<file path="config.mk">
export PLATFORM = sky130hd
export DESIGN_NAME = cpm_skid_reg
export DESIGN_NICKNAME = d
export VERILOG_FILES = /design/src/rtl/cpm_skid_reg.sv
export SDC_FILE = /design/constraint.sdc
export NUM_CORES = 1
export LEC_CHECK = 0
export ABC_AREA = 1
export BUFFER_PORTS_ARGS = -buffer_cell sky130_fd_sc_hd__buf_2
export CAP_MARGIN = 20
export CORE_MARGIN = 3
export CORE_UTILIZATION = 49
export CTS_BUF_LIST = sky130_fd_sc_hd__clkbuf_2
export DETAILED_ROUTE_END_ITERATION = 10
export PLACE_DENSITY = 0.77
export REMOVE_ABC_BUFFERS = 1
export SYNTH_ARGS = -nofsm -noshare
export SYNTH_HDL_FRONTEND = slang
export SYNTH_SLANG_ARGS = --single-unit
</file>
<file path="constraint.sdc">
create_clock -name Clk -period 1.1 [get_ports Clk]
set_input_delay 0.11 -clock Clk [delete_from_list [all_inputs] [get_ports Clk]]
set_output_delay 0.11 -clock Clk [all_outputs]
set_load 0.005 [all_outputs]
</file>
<file path="src/rtl/cpm_skid_reg.sv">
// Two-entry handshaked CPM register stage: full throughput, one cycle of latency.
// InRdy depends only on registered state, so OutRdy never reaches InRdy combinationally.
module cpm_skid_reg #(
  parameter int DW = 8
) (
  input  logic          Clk,
  input  logic          Rstn,
  input  logic          Clear,
  input  logic          InVld,
  output logic          InRdy,
  input  logic [DW-1:0] DataIn,
  output logic          OutVld,
  input  logic          OutRdy,
  output logic [DW-1:0] DataOut,
  output logic [1:0]    Level
);

  typedef enum logic [1:0] {
    EMPTY = 2'd0,
    ONE   = 2'd1,
    FULL  = 2'd2
  } state_t;

  state_t        state;
  state_t        state_nxt;
  logic [DW-1:0] main_p1;
  logic [DW-1:0] skid_p1;
  logic          in_fire;
  logic          out_fire;
  logic          load_main;
  logic          main_from_skid;
  logic          load_skid;

  assign OutVld   = (state != EMPTY);
  assign InRdy    = (state != FULL);
  assign DataOut  = main_p1;
  assign Level    = state;
  assign in_fire  = InVld & InRdy;
  assign out_fire = OutVld & OutRdy;

  always_ff @(posedge Clk or negedge Rstn) begin
    if (!Rstn) begin
      state <= EMPTY;
    end else if (Clear) begin
      state <= EMPTY;
    end else begin
      state <= state_nxt;
    end
  end

  always_comb begin
    state_nxt      = state;
    load_main      = 1'b0;
    main_from_skid = 1'b0;
    load_skid      = 1'b0;
    case (state)
      EMPTY: begin
        if (in_fire) begin
          load_main = 1'b1;
          state_nxt = ONE;
        end
      end
      ONE: begin
        if (in_fire && out_fire) begin
          load_main = 1'b1;
        end else if (in_fire) begin
          load_skid = 1'b1;
          state_nxt = FULL;
        end else if (out_fire) begin
          // main keeps its stale word; OutVld masks it
          state_nxt = EMPTY;
        end
      end
      FULL: begin
        if (out_fire) begin
          load_main      = 1'b1;
          main_from_skid = 1'b1;
          state_nxt      = ONE;
        end
      end
      default: begin
        state_nxt = EMPTY;
      end
    endcase
  end

  // Stage 1: head (main) and overflow (skid) entries
  always_ff @(posedge Clk or negedge Rstn) begin
    if (!Rstn) begin
      main_p1 <= '0;
      skid_p1 <= '0;
    end else if (Clear) begin
      main_p1 <= '0;
      skid_p1 <= '0;
    end else begin
      if (load_main) begin
        main_p1 <= main_from_skid ? skid_p1 : DataIn;
      end
      if (load_skid) begin
        skid_p1 <= DataIn;
      end
    end
  end

endmodule

</file>
# After elaboration in Yosys (flattened, before gate mapping)
# Index checks and enable logic that the tools add are counted.
# W data, S select, Z words.
word_totals:
  output_inout_bits: 12
  in_bits: 13
  word_cells: 37
  ff_bits: 18
op_classes:
  bitwise: 2
  n_reduce_logical: 6
  muxes: 19
  eq_ne: 7
op_table:
  columns: ["op", "n"]
  rows:
  - ["$mux W8", 5]
  - ["$mux W2", 6]
  - ["$ne A3 B3 Y1 const B", 3]
  - ["$mux W1", 6]
  - ["$pmux W2 S3", 1]
  - ["$reduce_bool A2 Y1", 3]
  - ["$ne A4 B4 Y1 const B", 1]
  - ["$reduce_and A4 Y1", 1]
  - ["$pmux W1 S3", 1]
  - ["$and A1 B1 Y1", 2]
  - ["$eq A2 B1 Y1 const B", 1]
  - ["$eq A2 B2 Y1 const B", 1]
  - ["$logic_not A2 Y1", 1]
  - ["$ne A2 B2 Y1 const B", 1]
  - ["$logic_and A1 B1 Y1", 1]

# Logic depth before layout (Yosys ltp)
logic_depth:
  depth_word: 7
  depth_mapped: 8
  ltp_nobuf: 6

# Least setup slack after synthesis
# No wires, ideal clock.
synth_timing:
  kind: "flip-flop to flip-flop"
  startpoint: "register state[0], in the netlist Level[0]"
  endpoint: "register main_p1[6], in the netlist DataOut[6]"
  synth_period_minus_slack_ns: 1.167
  setup_slack_ns: -0.067
  stages_incl_launch_ff: 9
  required_ns: 0.983
  path_buffers: 2
  setup_ns: 0.117
  t_arrival_ns: 1.049
  path_cell_list: "dfrtp_1 -> buf_6 -> inv_2 -> nand3_4 -> buf_6 -> nand2_1 -> nand2_1 -> nand3_1 -> nand2_1"
synth_between:
  elab_chain_cells: 7
  word_cells_on_any_way: 17
  cone_classes: "3 x eq/ne; 8 x mux; 2 x bitwise; 4 x reduce/logical"
synth_rtl:
  columns: ["item", "line", "text"]
  rows:
  - ["start: declaration", "24", "state_t state;"]
  - ["start signal: assignment", "47", "state <= state_nxt;"]
  - ["$reduce_bool A2 Y1", "34", "assign OutVld = (state != EMPTY);"]
  - ["$and A1 B1 Y1", "39", "assign out_fire = OutVld & OutRdy;"]
  - ["$mux W1", "75", "if (out_fire) begin"]
  - ["$mux W1", "56", "case (state)"]
  - ["$mux W8", "97", "main_p1 <= main_from_skid ? skid_p1 : DataIn;"]
  - ["$mux W8", "96", "if (load_main) begin"]
  - ["$mux W8", "92", "end else if (Clear) begin"]
  - ["end signal: assignment", "97", null]
  - ["end: declaration", "26", "logic [DW-1:0] main_p1;"]
# Several ways; a longest one is shown, not always the timed one. The select of a mux whose other input is x is not followed.
# A chain may end at the register's enable or synchronous reset.

# Worst setup path in the final report
layout_timing:
  startpoint: "register state[1], in the netlist Level[1]"
  endpoint: "register main_p1[7], in the netlist DataOut[7]"
# The elaborated chain is that of the path after synthesis.

==> results.sh <==
export IMPL_cp_start_kind="register"
export IMPL_die_area_um2=2670
export IMPL_layout_setup_ws_ns=-0.300
export IMPL_overflow=0
export IMPL_start_util_pct=55.6
export IMPL_slew_viol_final=0
export IMPL_syn_to_final_growth_pct=53.7
export IMPL_cts_sinks=18
export IMPL_power_share_switching_pct=35.5
export IMPL_clk_pin_slew_ns=0.20
export IMPL_row_count=15
export IMPL_rsz0062_at_grt="true"
export IMPL_route_detailed_drc=0
export IMPL_whs_ns=-0.00275
export IMPL_cp_required_ns=1.36
export IMPL_power_frac_clock_pct=19.6
export IMPL_clock_latency_ns=0.31
export IMPL_cts_buffer_depth=2
export IMPL_hold_class="in -> reg"
export IMPL_placed_area_um2=1180
export IMPL_port_buffers=24
export IMPL_finalWorstPathRequiredPeriod_ns=1.40
export IMPL_tightestPinTransition_ns=0.407
export IMPL_grt_max_degree=19
export IMPL_r2r_setup_slack_ns=-0.30
export IMPL_viasPerCell=6.43
export IMPL_crit_fanout=8
export IMPL_ir_drop_v=0.000707
export IMPL_p_comb_share_pct=33.2
export IMPL_clockRootBuffer="clkbuf_2"
export IMPL_synth_seq_cells=18
export IMPL_ys_warn_count=0
export IMPL_powerDensity_nw_per_um2=983
export IMPL_leakage_uw=0.000826
export IMPL_die_w_um=51.7
export IMPL_core_um2=1840
export IMPL_critical_path_startpoint="Level[1]"
export IMPL_grtUsageTotal_pct=29.1
export IMPL_cts_buffers=3
export IMPL_fillers=98
export IMPL_maxCapViolations=0
export IMPL_syn_area_um2=1020
export IMPL_drt_iter0_markers=148
export IMPL_die_h_um=51.7
export IMPL_power_uw=1550
export IMPL_worstSetupPathType="reg -> reg"
export IMPL_timing_fmax_ghz=0.714
export IMPL_via_count=1305
export IMPL_critPathCapture="DataOut[7]"
export IMPL_relSlewSlack_pct=72.8
export IMPL_finalSetupTns_ns=-4.78
export IMPL_r2r_end="DataOut[7]"
export IMPL_layout_cells_non_filler=203
export IMPL_finalNetCount=192
export IMPL_seq_area_frac_synth_pct=44.0
export IMPL_ant_nets=0
export IMPL_htreeDepth=1
export IMPL_drive_gt1_share_pct=51.7
export IMPL_hpwl_um=1780
export IMPL_synth_cells=126
export IMPL_r2r_cells=7
export IMPL_syn_avg_cell_area_um2=8.12
export IMPL_antenna_cells=0
export IMPL_skew_ns=0.0170
export IMPL_internal_power_uw=997
export IMPL_dp_cells=177
export IMPL_grt_first_pass_wirelength_um=5660
export IMPL_violations="hold timing, setup timing"
export IMPL_outcome="finished with violations"
export IMPL_min_period_over_period_pct=127
export IMPL_firstDrtPassIters=5
export IMPL_cts_tree="built"
export IMPL_rr_startpoint="Level[1]"
export IMPL_worstSetupEndpointType="register"
export IMPL_synth_cell_types=15
export IMPL_wl_per_cell_um=21.4
export IMPL_setup_violations=22
export IMPL_io_pins=25
export IMPL_critPathArrivalTime_ns=1.66
export IMPL_routed_wl_um=4340
export IMPL_fin_area_um2=1570
export IMPL_seqPwrFrac_pct=47.2
export IMPL_gp_congestion=0.767
export IMPL_grt_pass1_vias=1144
export IMPL_hold_viol=1
export IMPL_p_sw_uw=549
export IMPL_grt_antenna_before_repair=0
-- routing by layer --
layer | part of all wire [%] | up-vias | track usage [%]
met1 | 35 | 596 | 35.7
met5 | 0 | - | 0
met4 | 8.2 | 0 | 15.7
li1 | - | 537 | -
met2 | 45 | 131 | 47.7
met3 | 11 | 41 | 6.02
-- worst max-delay path, cell delays in order (launching register included) --
cell and delay (ns):
dfrtp_1 0.49, buf_6 0.15, nor2_4 0.16, buf_6 0.15, nand2_8 0.06, nand3_4 0.15
nand3_2 0.11, nand2_1 0.10
-- cells by family (layout without fill, tap and decap cells) --
family          Yosys count  count (layout)  synth area share (%)
simple gates             92              95                  46.3
buf+inv                  14              63                  8.68
compound gates            2               2                 0.978
flops                    18              18                  44.0
-- cell usage in the layout (no fill, tap or decap), types with 2 or more instances in the layout --
cell           netlist  layout
dfrtp_1             18      18
nand3_4              3       6
clkbuf_2             0       3
nor2_4               0       2
buf_2                2      22
inv_1                2       2
inv_2                5       4
nand2_1             50      36
buf_4                1      14
nand2_2              2      15
nand3_2              0       7
nand3_1             17       9
a21oi_2              0       2
nand4_1             17      17
buf_6                4      13
dlygate4sd3_1        0       3
-- timing repair --
| item | CTS | global route |
|---|---|---|
| cloned | 4 | 0 |
| resized for setup | 30 | 19 |
| pin swaps | 8 | 12 |
| endpoints found under the setup margin | 21 | 22 |
| endpoints found under the hold margin | 18 | 2 |
| hold buffers | 1 | 2 |
| buffers inserted | 11 | 4 |
-- cell usage after synthesis, drive strengths merged --
master | instances | area [um2]
a21oi | 2 | 10.0
buf | 7 | 62.6
dfrtp | 18 | 450
inv | 7 | 26.3
nand2 | 52 | 200
nand3 | 20 | 138
nand4 | 17 | 106
nor2 | 3 | 30.0
-- metrics by stage --
step           setup WS (ns)  utilization, %
2_1_floorplan         -0.112               -
6_report              -0.300            85.5
3_5_place_dp         -0.0889            64.1
4_1_cts               -0.135            78.8
3_3_place_gp         -0.0586            64.1
5_1_grt               -0.379            85.5
-- worst min-delay path by stage --
stage | cells after the start | from | end | slack (ns)
2_1_floorplan | 0 | Rstn | DataOut[0] | -0.19
3_3_place_gp | 1 | Rstn | DataOut[4] | 0.06
3_5_place_dp | 1 | Rstn | DataOut[4] | 0.06
4_1_cts | 3 | DataIn[1] | skid_p1[1] | 0.02
5_1_grt | 3 | DataIn[0] | skid_p1[0] | 0.01
6_report | 3 | DataIn[2] | skid_p1[2] | -0.003
-- layout make-up --
cell class              count  area [um2]  area share, %
multi-input cells          97         647           41.1
flip-flops and latches     18         450           28.6
repair buffers             52         392           24.9
inverters                   7        33.8           2.15
well taps                  25        31.3           1.99
clock buffers               3        15.0          0.955
clock inverters             1        3.75          0.239
-- power by group through the flow --
stage               clock, uW  sequential [uW]  combinational (uW)
floorplan                   0              744                 122
global placement            0              735                 272
detailed placement          0              736                 282
CTS                       281              723                 417
global route              319              731                 543
finish                    302              729                 514
-- registers in the layout (all words and copies together) (netlist names) --
register and cells:
Level 2, skid_p1 8, DataOut 8
No activity file was read; power rests on OpenSTA's default activity.
